[config.mk]
export PLATFORM = sky130hd
export DESIGN_NAME = nibble_serial_adder
export DESIGN_NICKNAME = d
export VERILOG_FILES = /design/src/rtl/nibble_serial_adder.sv
export SDC_FILE = /design/constraint.sdc
export NUM_CORES = 1
export LEC_CHECK = 0
export CAP_MARGIN = 20
export CORE_MARGIN = 2
export CORE_UTILIZATION = 53
export DETAILED_ROUTE_END_ITERATION = 8
export PLACE_DENSITY = 0.89
export RECOVER_POWER = 25
export SKIP_CTS_REPAIR_TIMING = 1
export SYNTH_ARGS = -nofsm -noshare
export SYNTH_HDL_FRONTEND = slang
export SYNTH_SLANG_ARGS = --single-unit
[constraint.sdc]
create_clock -name clk -period 4 [get_ports clk]
set_clock_uncertainty 0.05 [all_clocks]
set_input_delay 0.6 -clock clk [delete_from_list [all_inputs] [get_ports clk]]
set_output_delay 0.6 -clock clk [all_outputs]
set_load 0.01 [all_outputs]
[src/rtl/nibble_serial_adder.sv]
// rtl/nibble_serial_adder.sv - multi-cycle W-bit add/sub, one nibble per clock
//
// four_bit_full_adder: combinational 4-bit ripple adder.
//   a, b  : 4-bit addends
//   cin   : carry in
//   sum   : 4-bit sum
//   cout  : carry out of bit 3
//
// nibble_serial_adder: captures W = 4*NIBBLES bit operands, pushes them through
// a single four_bit_full_adder LSB nibble first, and presents the result on a
// valid/ready output.
//   clk, rst_n          : clock, asynchronous active-low reset
//   in_valid / in_ready : operand request handshake
//   in_a, in_b          : operands
//   in_cin              : carry in (ignored when in_sub=1)
//   in_sub              : 1 = A - B
//   out_valid/out_ready : result handshake
//   out_sum             : W-bit result
//   out_cout            : carry out of MSB nibble (subtract: 1 = no borrow)
//   out_ovf             : signed overflow

module four_bit_full_adder (
    input  logic [3:0] a,
    input  logic [3:0] b,
    input  logic       cin,
    output logic [3:0] sum,
    output logic       cout
);
    logic c;

    always_comb begin
        c   = cin;
        sum = 4'd0;
        for (int i = 0; i < 4; i++) begin
            sum[i] = a[i] ^ b[i] ^ c;
            c      = (a[i] & b[i]) | (c & (a[i] ^ b[i]));
        end
        cout = c;
    end
endmodule

module nibble_serial_adder #(
    parameter int NIBBLES = 4
) (
    input  logic                 clk,
    input  logic                 rst_n,
    input  logic                 in_valid,
    output logic                 in_ready,
    input  logic [4*NIBBLES-1:0] in_a,
    input  logic [4*NIBBLES-1:0] in_b,
    input  logic                 in_cin,
    input  logic                 in_sub,
    output logic                 out_valid,
    input  logic                 out_ready,
    output logic [4*NIBBLES-1:0] out_sum,
    output logic                 out_cout,
    output logic                 out_ovf
);
    localparam int W    = 4 * NIBBLES;
    localparam int IDXW = (NIBBLES > 1) ? $clog2(NIBBLES) : 1;
    localparam logic [IDXW-1:0] LAST_IDX = IDXW'(NIBBLES - 1);

    typedef enum logic [1:0] {
        S_IDLE,
        S_RUN,
        S_DONE
    } state_t;

    state_t          state_q, state_d;
    logic [IDXW-1:0] idx_q, idx_d;
    logic            carry_q, carry_d;
    logic [W-1:0]    op_a_q, op_a_d;
    logic [W-1:0]    op_b_q, op_b_d;
    logic [W-1:0]    acc_q, acc_d;
    logic [W-1:0]    out_sum_q, out_sum_d;
    logic            out_cout_q, out_cout_d;
    logic            out_ovf_q, out_ovf_d;

    logic [3:0] nib_a, nib_b, nib_sum;
    logic       nib_cout;

    assign nib_a = op_a_q[4*idx_q +: 4];
    assign nib_b = op_b_q[4*idx_q +: 4];

    four_bit_full_adder u_add (
        .a    (nib_a),
        .b    (nib_b),
        .cin  (carry_q),
        .sum  (nib_sum),
        .cout (nib_cout)
    );

    always_comb begin
        state_d    = state_q;
        idx_d      = idx_q;
        carry_d    = carry_q;
        op_a_d     = op_a_q;
        op_b_d     = op_b_q;
        acc_d      = acc_q;
        out_sum_d  = out_sum_q;
        out_cout_d = out_cout_q;
        out_ovf_d  = out_ovf_q;

        case (state_q)
            S_IDLE: begin
                if (in_valid) begin
                    // Subtraction is A + ~B + 1, so the inversion and forced
                    // carry happen once at capture time.
                    op_a_d  = in_a;
                    op_b_d  = in_sub ? ~in_b : in_b;
                    carry_d = in_sub ? 1'b1 : in_cin;
                    idx_d   = '0;
                    state_d = S_RUN;
                end
            end
            S_RUN: begin
                acc_d[4*idx_q +: 4] = nib_sum;
                carry_d             = nib_cout;
                if (idx_q == LAST_IDX) begin
                    // Result is published only here so partial sums never
                    // appear on out_sum.
                    state_d    = S_DONE;
                    out_sum_d  = acc_d;
                    out_cout_d = nib_cout;
                    out_ovf_d  = (op_a_q[W-1] == op_b_q[W-1]) &&
                                 (nib_sum[3] != op_a_q[W-1]);
                end else begin
                    idx_d = idx_q + 1'b1;
                end
            end
            S_DONE: begin
                if (out_ready) begin
                    state_d = S_IDLE;
                end
            end
            default: begin
                state_d = S_IDLE;
            end
        endcase
    end

    always_ff @(posedge clk or negedge rst_n) begin
        if (!rst_n) begin
            state_q    <= S_IDLE;
            idx_q      <= '0;
            carry_q    <= 1'b0;
            op_a_q     <= '0;
            op_b_q     <= '0;
            acc_q      <= '0;
            out_sum_q  <= '0;
            out_cout_q <= 1'b0;
            out_ovf_q  <= 1'b0;
        end else begin
            state_q    <= state_d;
            idx_q      <= idx_d;
            carry_q    <= carry_d;
            op_a_q     <= op_a_d;
            op_b_q     <= op_b_d;
            acc_q      <= acc_d;
            out_sum_q  <= out_sum_d;
            out_cout_q <= out_cout_d;
            out_ovf_q  <= out_ovf_d;
        end
    end

    assign in_ready  = (state_q == S_IDLE);
    assign out_valid = (state_q == S_DONE);
    assign out_sum   = out_sum_q;
    assign out_cout  = out_cout_q;
    assign out_ovf   = out_ovf_q;
endmodule

* After elaboration in Yosys (flattened, before gate mapping)
Cells that the tools add are included.
** Operators by class
- Add/sub/neg operators :: 2
- Eq/ne operators :: 9
- Shifts and indexed selects :: 4
- Mux-type cells :: 12
- Bitwise logic cells :: 21
- Reductions and logical operators :: 8
** Operators by type and width (number)
- $neg 4->34 :: 1
- $shift 4x34->16 const A :: 1
- $shiftx 4x34->16 :: 1
- $shiftx 16x5->4 :: 2
- $bwmux 16 :: 1
- $mux 16 :: 1
- $not 16->16 :: 1
- $mux 2 :: 5
- $and 1x1->1 :: 8
- $xor 1x1->1 :: 8
- $ne 2x2->1 const B :: 3
- $pmux 2 s3 :: 1
- $reduce_and 2->1 :: 3
- $reduce_and 3->1 :: 2
- $eq 2x2->1 const B :: 2
- $or 1x1->1 :: 4
- $pmux 2 s2 :: 1
- $add 2x1->2 const B :: 1
- $eq 2x1->1 const B :: 1
- $logic_not 2->1 :: 1
- $mux 1 :: 2
- $ne 2x1->1 const B :: 1
- $pmux 1 s2 :: 1
- $reduce_bool 2->1 :: 1
- 3 further kinds :: 3
** Storage, ports and cells
- Register bits :: 71
- Output and inout port bits :: 20
- Logic and storage cells :: 65

* Longest topological paths before layout
Gate-level depths: netlist (run 1).
- Depth after elaboration :: 11
- Depth in mapped cells :: 14
- Gate-level depth less buffers :: 12

* Hierarchy
Synthesis (run 1) repeated with hierarchy kept, for this count alone.
** Unflattened totals
- Cells, all modules :: 299
- Area, all modules :: 3489.6 um^2
** Modules (own cells, without submodules)
- nibble_serial_adder :: instances 1, cells an instance 285, area each 3372.0 um^2, sequential area each 1776.7 um^2
- four_bit_full_adder :: instances 1, cells an instance 14, area each 117.6 um^2, sequential area each 0.0 um^2

* Worst setup path before layout (run 1)
OpenSTA, ideal clock, no wires.
- Kind :: reg-to-reg
- Start :: reg idx_q[0]
- End :: reg out_ovf_q, in the netlist out_ovf
- Setup time :: 0.128 ns
- Arrival time :: 3.103 ns
- Data required time :: 3.822 ns
- Path slack :: 0.719 ns
- Cell stages (with the launch flop) :: 15
- Path buffers :: 2
- Period minus slack after synthesis :: 3.281 ns
- Cells stage by stage :: dfrtp_1 -> buf_4 -> mux4_2 -> inv_1 -> fa_1 -> inv_1 -> fa_1 -> inv_1 -> fa_1 -> inv_1 -> fa_1 -> clkbuf_1 -> and3b_1 -> a21oi_1 -> o21ai_0
** On the way
- Longest elaborated chain between the ends :: 11
** RTL lines
- start: declaration :: RTL line 70 : logic [IDXW-1:0] idx_q, idx_d;
- start signal: assignment :: RTL line 155 : idx_q <= idx_d;
- $shiftx 16x5->4 (on tied branches) :: RTL line 82, 83
- $xor 1x1->1 :: RTL line 36 : c = (a[i] & b[i]) | (c & (a[i] ^ b[i]));
- $and 1x1->1 :: RTL line 36
- $or 1x1->1 :: RTL line 36
- $and 1x1->1 :: RTL line 36
- $or 1x1->1 :: RTL line 36
- $and 1x1->1 :: RTL line 36
- $or 1x1->1 :: RTL line 36
- $xor 1x1->1 :: RTL line 35 : sum[i] = a[i] ^ b[i] ^ c;
- $ne 1x1->1 :: RTL line 126 : (nib_sum[3] != op_a_q[W-1]);
- $logic_and 1x1->1 :: RTL line 125 : out_ovf_d = (op_a_q[W-1] == op_b_q[W-1]) &&
- end signal: assignment :: RTL line 162 : out_ovf_q <= out_ovf_d;
- end: declaration :: RTL line 77 : logic out_ovf_q, out_ovf_d;
Several ways; a longest one is shown, not always the timed one.
A chain may end at the register's enable or synchronous reset.

* Worst setup path after layout (run 1)
Same ends and word-level chain as after synthesis.

==> flow_summary.json, run 1 <==
{
  "ys.flop_type": "dfrtp_1",
  "worstRegToRegCells": 12,
  "drc": 0,
  "avgSynthCellArea_um2": 11.6,
  "port_buffers": 57,
  "io_pins": 58,
  "synth-seq-area-share": 0.517,
  "total_power_mw": 3.75,
  "die_x_um": 84.5,
  "drt-total-wl_um": 6820,
  "vias": 2398,
  "hold_depth": 2,
  "place_ws_ns": 0.546,
  "finalCritPeriodShare": 0.860,
  "wl_per_cell_um": 15.7,
  "ys_ff_latch": 71,
  "antenna_found_initial": 0,
  "failed_checks": "max-capacitance violations, max-slew violations",
  "core_um2": 6310,
  "placed_cell_area_um2": 4020,
  "crit_fanout": 10,
  "cp.buffers_inverters": 4,
  "placementRows": 29,
  "ant_nets": 0,
  "multi_input_area_um2": 1490,
  "p_leak_nw": 1.79,
  "initial_core_util": 0.544,
  "synthesis.nets": 345,
  "hold_violations": 0,
  "clkTransAtPathRegs_ns": 0.07,
  "cp_data_required_time_ns": 4.17,
  "hold_end": "out_sum[6]",
  "synth_top_area_frac": 0.517,
  "insertion_delay_ns": 0.35,
  "hold_path.startpoint": "out_sum[6]",
  "grt_use_total": 0.208,
  "dieArea_um2": 7140,
  "arrival_ns": 3.61,
  "grt_pass1_vias": 2439,
  "final_core_util": 0.670,
  "worst_setup_path_start_kind": "flip-flop",
  "overflow": 0,
  "critical_path_depth": 12,
  "place_hpwl_um": 4880,
  "drt_iter0_drc": 163,
  "grt_pass1_wl_um": 11600,
  "rsz0062_at_grt": "no",
  "max_clock_freq_mhz": 291,
  "cts.sinks": 71,
  "fill_cells": 479,
  "ys_warn_count": 0,
  "gp_congestion": 0.781,
  "dr.pass1.iters": 4,
  "period_needed_ns": 3.44,
  "post_route_cells_drive_above_1_share": 0.146,
  "synthArstFlopShare": 1.00,
  "end_kind": "flip-flop",
  "setup_violations": 0,
  "outcome": "finished, violations left",
  "dieHeight_um": 84.5,
  "rr_endpoint": "out_ovf",
  "post-synth-top-count-cell": "dfrtp_1",
  "synth_edf_count": 0,
  "ys_top_cells_by_area": "dfrtp_1 52%, mux2_2 5.6%, mux4_2 5.2%",
  "path_class": "flip-flop to flip-flop",
  "nets": 400,
  "rrSetupSlack_ns": 0.56,
  "htreeDepth": 3,
  "report.final.slew_viol_count": 37,
  "p_per_area_nw_per_um2": 887,
  "clockRootBuffer": "clkbuf_8",
  "cts_buffers": 9,
  "tns_ns": 0,
  "grt_max_degree": 52,
  "viasPerCell": 5.53,
  "cts_tree": "done",
  "synthTopCellsByCount": "71 x dfrtp_1, 33 x a21oi_1, 22 x nor2_1",
  "ir_drop_mv": 0.521,
  "worst_pin_slew_ns": 1.89,
  "seqCellArea_um2": 1780,
  "r2r_start": "idx_q[0]",
  "setup_ws_ns": 0.562,
  "holdWs_ns": 0.429,
  "place_inst": 417,
  "clockBufferDepth": 2,
  "syn-cell-area_um2": 3430,
  "maxCapViolations": 1,
  "critPathTopFamily": "adder cells",
  "num_antenna_cells": 0,
  "synth.distinct_cells": 34,
  "relSlewSlack": -0.261,
  "syn_to_final_growth_pct": 23.1,
  "hold_path.class": "flip-flop to flip-flop",
  "crit_chain": "mux4_2 > inv_1 > fa_1 > inv_1 > fa_1 > inv_1 > fa_1 > inv_1 > fa_1 > and3b_1 > a21oi_1 > o21ai_0",
  "stdcell_count": 434,
  "synth_area_leader_cell": "dfrtp_1",
  "cp_slowest_stage_delay_ns": 0.72,
  "synth_cells": 297,
  "design_area_um2": 4230,
  "cpMaxStageDelayCell": "fa_1"
}
-- how the worst max path moves through the flow --
stage,slack [ns],to,startpoint
2_1_floorplan,0.72,out_ovf,idx_q[0]
6_report,0.56,out_ovf,idx_q[0]
3_3_place_gp,0.67,out_ovf,idx_q[0]
3_5_place_dp,0.55,out_ovf,idx_q[0]
5_1_grt,0.26,out_ovf,idx_q[0]
4_1_cts,0.52,out_ovf,idx_q[0]
-- logic make-up after synthesis --
logic type / count (synthesis) / share of synthesized area
compound gates: 70 / 0.126
mux: 26 / 0.111
xor+xnor: 16 / 0.0408
fa+ha+maj: 10 / 0.0452
flops: 71 / 0.517
buf+inv: 33 / 0.0492
simple gates: 71 / 0.111
-- flip-flops by register name (all words and copies together), names as in the netlist --
| register | cells |
|---|---|
| acc_q | 16 |
| op_a_q | 16 |
| op_b_q | 16 |
| out_sum | 16 |
| idx_q | 2 |
| state_q | 2 |
| carry_q | 1 |
| out_cout | 1 |
| out_ovf | 1 |
-- layout make-up --
class	count	area share
sequential	71	0.420
multi-input combinational	193	0.352
timing repair buffer	63	0.143
clock buffer	12	0.0367
tap	77	0.0228
clock inverter	4	0.0127
inverter	14	0.0124
-- where the power goes --
part / internal, mW / switching, mW
sequential: 1.04 / 0.225
combinational: 0.857 / 1.03
clock: 0.323 / 0.268
total: 2.22 / 1.53
-- worst min-delay path, cell delays in order, from the launching register on --
cell and delay (ns):
dfrtp_1 0.35, nand2_1 0.04, o21ai_0 0.06
-- cells in the final DEF, fill, tap and decap left out, types with 3 or more instances in the layout --
cell type        netlist  layout
a32o_1                 8       8
xnor2_1               16      16
nor2b_1               16      16
clkdlybuf4s50_1        0      56
ha_1                   6       6
a21oi_1               33      33
o21ai_0               18      18
clkbuf_8               0      11
mux4_2                 8       8
nand2b_1               3       3
a22o_1                 8       8
mux2_2                17      17
buf_4                  3       4
dfrtp_1               71      71
nor2_1                22      22
fa_1                   4       4
inv_1                 14      14
nand2_1               20      20
-- layer usage --
layer,wire [um],part of all wire,global-route usage,vias up
met5,0,0,0,-
met3,325,0.048,0.0501,17
met2,3430,0.50,0.346,75
met1,2900,0.42,0.255,1170
met4,163,0.024,0.101,0
li1,-,-,-,1136
No activity file was read; power rests on OpenSTA's default activity.
==> run 2: changes to the inputs <==
--- a/config.mk
+++ b/config.mk
@@ -5,7 +5,6 @@
 export SDC_FILE = /design/constraint.sdc
 export NUM_CORES = 1
 export LEC_CHECK = 0
-export CAP_MARGIN = 20
 export CORE_MARGIN = 2
 export CORE_UTILIZATION = 53
 export DETAILED_ROUTE_END_ITERATION = 8
==> constraint.sdc (replaced) <==
create_clock -name clk -period 3.78 [get_ports clk]
set_clock_uncertainty 0.05 [all_clocks]
set_input_delay 0.567 -clock clk [delete_from_list [all_inputs] [get_ports clk]]
set_output_delay 0.567 -clock clk [all_outputs]
set_load 0.01 [all_outputs]
==> run 2 against run 1 <==
  * The flow still finishes with violations (max-capacitance violations, max-slew violations)
  * Critical path depth increased by 1
  * Hold slack got worse by 0.0011 ns
  * Total power increased by 5.0%
  * Clock power decreased by 7.6%
  * Global-route usage decreased by 0.060 points
  * First-iteration DRC count increased by 8.0%
  * Sequential share of layout area increased by 0.24 points
  * Fmax increased by 3.6%
  * Final cell count increased by 0.23%
  * Highest routed layer unchanged
  * Die area unchanged
  * Non-clock buffer count increased by 1
==> flow_summary.json, run 2 (synthesis results as in run 1) <==
{
  "critPathTopFamily": "adder cells",
  "final_cell_mix": "71 x dfrtp_1, 56 x clkdlybuf4s50_1, 33 x a21oi_1, 22 x nor2_1, 20 x nand2_1",
  "dieHeight_um": 84.5,
  "path_class": "flip-flop to flip-flop",
  "arrival_ns": 3.50,
  "hold_path.class": "flip-flop to flip-flop",
  "grt_pass1_wl_um": 11400,
  "overflow": 0,
  "seqCellArea_um2": 1780,
  "end_kind": "flip-flop",
  "core_um2": 6310,
  "cts_buffers": 9,
  "clockBufferDepth": 2,
  "place_hpwl_um": 4840,
  "final_common_cell": "dfrtp_1",
  "worst_pin_slew_ns": 1.96,
  "num_antenna_cells": 0,
  "post_route_cells_drive_above_1_share": 0.148,
  "failed_checks": "max-capacitance violations, max-slew violations",
  "finalCritPeriodShare": 0.878,
  "fill_cells": 488,
  "nets": 401,
  "clockRootBuffer": "clkbuf_8",
  "syn_to_final_growth_pct": 22.4,
  "die_x_um": 84.5,
  "grt_pass1_vias": 2352,
  "wl_per_cell_um": 15.5,
  "port_buffers": 57,
  "rsz0062_at_grt": "no",
  "ant_nets": 0,
  "multi_input_area_um2": 1490,
  "insertion_delay_ns": 0.35,
  "drt_iter0_drc": 176,
  "p_leak_nw": 1.80,
  "relSlewSlack": -0.305,
  "hold_violations": 0,
  "report.final.slew_viol_count": 37,
  "gp_congestion": 0.816,
  "io_pins": 58,
  "ir_drop_mv": 0.615,
  "crit_fanout": 10,
  "outcome": "finished, violations left",
  "drc": 0,
  "max_clock_freq_mhz": 301,
  "htreeDepth": 3,
  "viasPerCell": 5.44,
  "maxCapViolations": 1,
  "tns_ns": 0,
  "crit_chain": "mux4_2 > inv_1 > fa_1 > inv_1 > fa_1 > inv_1 > fa_1 > inv_1 > fa_1 > buf_4 > and3b_1 > a21oi_1 > o21ai_0",
  "cp.buffers_inverters": 5,
  "cts.sinks": 71,
  "clkTransAtPathRegs_ns": 0.08,
  "drt-total-wl_um": 6740,
  "period_needed_ns": 3.32,
  "cp_slowest_stage_delay_ns": 0.57,
  "setup_violations": 0,
  "holdWs_ns": 0.428,
  "cp_data_required_time_ns": 3.96,
  "cts_tree": "done",
  "initial_core_util": 0.544,
  "p_per_area_nw_per_um2": 936,
  "cpMaxStageDelayCell": "dfrtp_1",
  "grt_use_total": 0.207,
  "antenna_found_initial": 0,
  "vias": 2366,
  "grt_max_degree": 52,
  "dieArea_um2": 7140,
  "placementRows": 29,
  "dr.pass1.iters": 4,
  "worst_setup_path_start_kind": "flip-flop"
}
[run 2: stage by stage]
stage	utilization	std cells	setup WS (ns)	area (um2)	total power, mW
after floorplan	-	297	0.499	3430	2.68
after global placement	0.639	419	0.626	4030	3.27
after detailed placement	0.639	419	0.488	4030	3.39
after CTS	0.666	435	0.480	4210	3.94
after global routing	0.666	435	0.262	4200	4.21
final	0.666	435	0.461	4200	3.94
[run 2: report_power, final]
part           total (mW)  internal (mW)  switching [mW]  leakage [nW]
Sequential           1.34           1.10           0.239         0.887
Clock               0.546          0.270           0.277        0.0959
Combinational        2.05          0.931            1.12         0.813
[run 2: worst paths after layout]
check / start / to / slack, ns / cells after the start
max: idx_q[0] / out_ovf / 0.46 / 13
min in group asynchronous: rst_n / out_sum[14] / 0.70 / 1
max reg2reg: idx_q[0] / out_ovf / 0.46 / 13
min reg2reg: out_sum[6] / out_sum[6] / 0.43 / 2
max in group asynchronous: rst_n / op_b_q[12] / 1.23 / 2
min: out_sum[6] / out_sum[6] / 0.43 / 2
[run 2: worst register-to-register path: stages, from the launching register on]
cell and delay, ns:
dfrtp_1 0.57, mux4_2 0.57, inv_1 0.10, fa_1 0.19
inv_1 0.05, fa_1 0.35, inv_1 0.08, fa_1 0.16
inv_1 0.06, fa_1 0.48, buf_4 0.18, and3b_1 0.19
a21oi_1 0.10, o21ai_0 0.08
[run 2: area by class of cell]
class                           instances  area share
Timing Repair Buffer                   64       0.146
Tap cell                               77      0.0229
Multi-Input combinational cell        193       0.354
Inverter                               14      0.0125
Clock inverter                          4     0.00476
Sequential cell                        71       0.423
Clock buffer                           12      0.0369
[run 2: routing by layer]
metal,GRT usage,wire (um),up-vias
li1,-,-,1138
met1,0.264,2950,1137
met2,0.339,3300,75
met3,0.0570,329,16
met4,0.0823,159,0
met5,0,0,-
==> run 3: changes to the inputs <==
--- a/config.mk
+++ b/config.mk
@@ -5,10 +5,12 @@
 export SDC_FILE = /design/constraint.sdc
 export NUM_CORES = 1
 export LEC_CHECK = 0
+export ABC_AREA = 1
 export CORE_MARGIN = 2
 export CORE_UTILIZATION = 53
+export CTS_CLUSTER_SIZE = 25
 export DETAILED_ROUTE_END_ITERATION = 8
-export PLACE_DENSITY = 0.89
+export PLACE_DENSITY = 0.88
 export RECOVER_POWER = 25
 export SKIP_CTS_REPAIR_TIMING = 1
 export SYNTH_ARGS = -nofsm -noshare
==> run 3 against run 2 <==
  * The run still ends with max-capacitance violations, max-slew violations left
  * Clock power increased by 4.4%
  * Via count increased by 27%
  * Count of clock-buffer cells in the layout increased by 1
  * Combinational power decreased by 15%
  * Die area increased by 4.0%
  * Non-clock buffer count decreased by 5
  * Highest routed layer unchanged
==> flow_summary.json, run 3 <==
{
  "outcome": "finished, violations left",
  "failed_checks": "max-capacitance violations, max-slew violations",
  "finalCritPeriodShare": 0.872,
  "antenna_found_initial": 0,
  "synth_cells": 449,
  "p_int_mw": 2.02,
  "max_clock_freq_mhz": 304,
  "syn-cell-area_um2": 3580,
  "period_needed_ns": 3.29,
  "total_power_mw": 3.57,
  "setup_violations": 0,
  "pwr-share-comb": 0.487,
  "worstRegToRegCells": 14,
  "critPathTopFamily": "adder cells",
  "ys_ff_latch": 71,
  "crit_chain": "clkinv_1 > nand3_1 > nand2_1 > fa_1 > inv_1 > fa_1 > inv_1 > fa_1 > inv_1 > fa_1 > nand3_1 > o21bai_1 > nand2_1 > nand2_1",
  "vias": 2994,
  "clock_power_share": 0.160,
  "end_kind": "flip-flop",
  "place_ws_ns": 0.504,
  "drt-total-wl_um": 7540,
  "initial_core_util": 0.554,
  "hold_path.class": "flip-flop to flip-flop",
  "dr_wl_met2_um": 3850,
  "die_x_um": 86.2,
  "crit_fanout": 12,
  "hold_depth": 2,
  "cp_slowest_stage_delay_ns": 0.56,
  "core_um2": 6460,
  "cp.buffers_inverters": 4,
  "placementRows": 29,
  "grt_pass1_wl_um": 13100,
  "place_inst": 566,
  "final_cell_mix": "212 x nand2_1, 71 x dfrtp_1, 56 x clkdlybuf4s50_1, 31 x o21ai_0",
  "insertion_delay_ns": 0.34,
  "synthArstFlopShare": 1.00,
  "ys_top_cells_by_area": "dfrtp_1 50%, nand2_1 22%, o21ai_0 4.3%",
  "wl_per_cell_um": 13.0,
  "cpMaxStageDelayCell": "dfrtp_1",
  "grt_pass1_vias": 3040,
  "io_pins": 58,
  "cts.sinks": 71,
  "cp_common_cell": "fa_1",
  "clockRootBuffer": "clkbuf_8",
  "ys.flop_type": "dfrtp_1",
  "synth_area_leader_cell": "dfrtp_1",
  "arrival_ns": 3.48,
  "r2r_start": "idx_q[1]",
  "hold_violations": 0,
  "cp_data_required_time_ns": 3.96,
  "synth_top_area_frac": 0.496,
  "worst_pin_slew_ns": 1.52,
  "seq_power_share": 0.354,
  "relSlewSlack": -0.0152,
  "synthesis.nets": 497,
  "worst_setup_path_start_kind": "flip-flop",
  "clockBufferDepth": 2,
  "ant_nets": 0,
  "ir_drop_mv": 0.418,
  "rr_endpoint": "acc_q[15]",
  "path_class": "flip-flop to flip-flop",
  "final_common_cell": "nand2_1",
  "cts_buffers": 9,
  "overflow": 0,
  "synth.distinct_cells": 24,
  "wl_met3_um": 374,
  "tns_ns": 0,
  "hold_path.startpoint": "out_sum[13]",
  "p_switching_mw": 1.55,
  "dieArea_um2": 7430,
  "swShare": 0.434,
  "synth-seq-area-share": 0.496,
  "rrSetupSlack_ns": 0.49,
  "grt_use_total": 0.224,
  "synth_edf_count": 0,
  "nets": 548,
  "rsz0062_at_grt": "no",
  "drc": 0,
  "htreeDepth": 3,
  "place_hpwl_um": 5370,
  "fill_cells": 547,
  "port_buffers": 57,
  "gp_congestion": 0.899,
  "p_leak_nw": 2.20,
  "post-synth-top-count-cell": "nand2_1",
  "avgSynthCellArea_um2": 7.97,
  "ys_warn_count": 0,
  "num_antenna_cells": 0,
  "dieHeight_um": 86.2,
  "dr.pass1.iters": 4,
  "dr.max_layer_used": "met4",
  "hold_end": "out_sum[13]",
  "maxCapViolations": 1,
  "critical_path_depth": 14,
  "report.final.slew_viol_count": 30,
  "wl_met1_um": 3160,
  "drt_iter0_drc": 163,
  "syn_to_final_growth_pct": 20.4,
  "grt_max_degree": 52,
  "setup_ws_ns": 0.485,
  "cts_tree": "done",
  "stdcell_count": 580,
  "synthTopCellsByCount": "212 x nand2_1, 71 x dfrtp_1, 31 x o21ai_0",
  "clkTransAtPathRegs_ns": 0.07,
  "viasPerCell": 5.16,
  "post_route_cells_drive_above_1_share": 0.0417,
  "p_per_area_nw_per_um2": 830
}
## run 3: changes by cell type after synthesis, sizes merged, moves of 5 or more
cell / before / now
a21oi: 33 / 1
a22o: 8 / 0
a32o: 8 / 0
inv: 14 / 28
mux2: 17 / 0
mux4: 8 / 0
nand2: 21 / 214
nand3: 0 / 24
nor2b: 16 / 0
o21ai: 18 / 31
o21bai: 1 / 6
## run 3: power groups by stage
stage / sequential (mW) / clock (mW) / combinational, mW
6_report: 1.26 / 0.570 / 1.74
5_1_grt: 1.29 / 0.613 / 2.00
4_1_cts: 1.26 / 0.585 / 1.75
3_5_place_dp: 1.27 / 0 / 1.74
3_3_place_gp: 1.26 / 0 / 1.68
2_1_floorplan: 1.23 / 0 / 1.26
## run 3: cells by family (layout without fill, tap and decap cells)
group                      after synthesis  count (layout)  share of synthesized area
DFF                                     71              71                      0.496
xor gates and xnor gates                16              16                     0.0391
adders and majority gates               10              10                     0.0433
AOI/OAI and AO/OA                       43              43                     0.0664
buffers and inverters                   48             102                     0.0654
and+or+nand+nor                        261             261                      0.289
## run 3: tightest hold or removal path: cells and delay by family, from the launching register on
family,cells,cell delay [ns]
flops,1,0.34
simple gates,2,0.10
## run 3: area by class of cell
type	instances	area (um2)	share of cell area
Tap cell	77	96.3	0.0224
Timing Repair Buffer	59	577	0.134
Sequential cell	71	1780	0.412
Multi-Input combinational cell	330	1570	0.364
Inverter	29	111	0.0258
Clock buffer	13	149	0.0346
Clock inverter	1	30.0	0.00697
## run 3: worst max-delay path by stage
stage / endpoint / from / slack (ns)
floorplan: acc_q[15] / idx_q[0] / 0.82
global placement: acc_q[7] / idx_q[1] / 0.63
detailed placement: acc_q[15] / idx_q[1] / 0.50
CTS: acc_q[15] / idx_q[1] / 0.50
global route: out_sum[7] / idx_q[1] / 0.21
finish: acc_q[15] / idx_q[1] / 0.49
## run 3: metal layers
metal  global-route usage  up-vias
met3               0.0486       17
met5                    0        -
met1                0.264     1398
li1                     -     1493
met4               0.0923        0
met2                0.397       86
## run 3: per-stage QoR
stage	instance area, um2	utilization	hold WS (ns)
finish	4310	0.667	0.427
global route	4310	0.667	0.444
CTS	4310	0.668	0.195
detailed placement	4130	0.640	0.414
global placement	4130	0.640	0.411
floorplan	3580	-	0.221
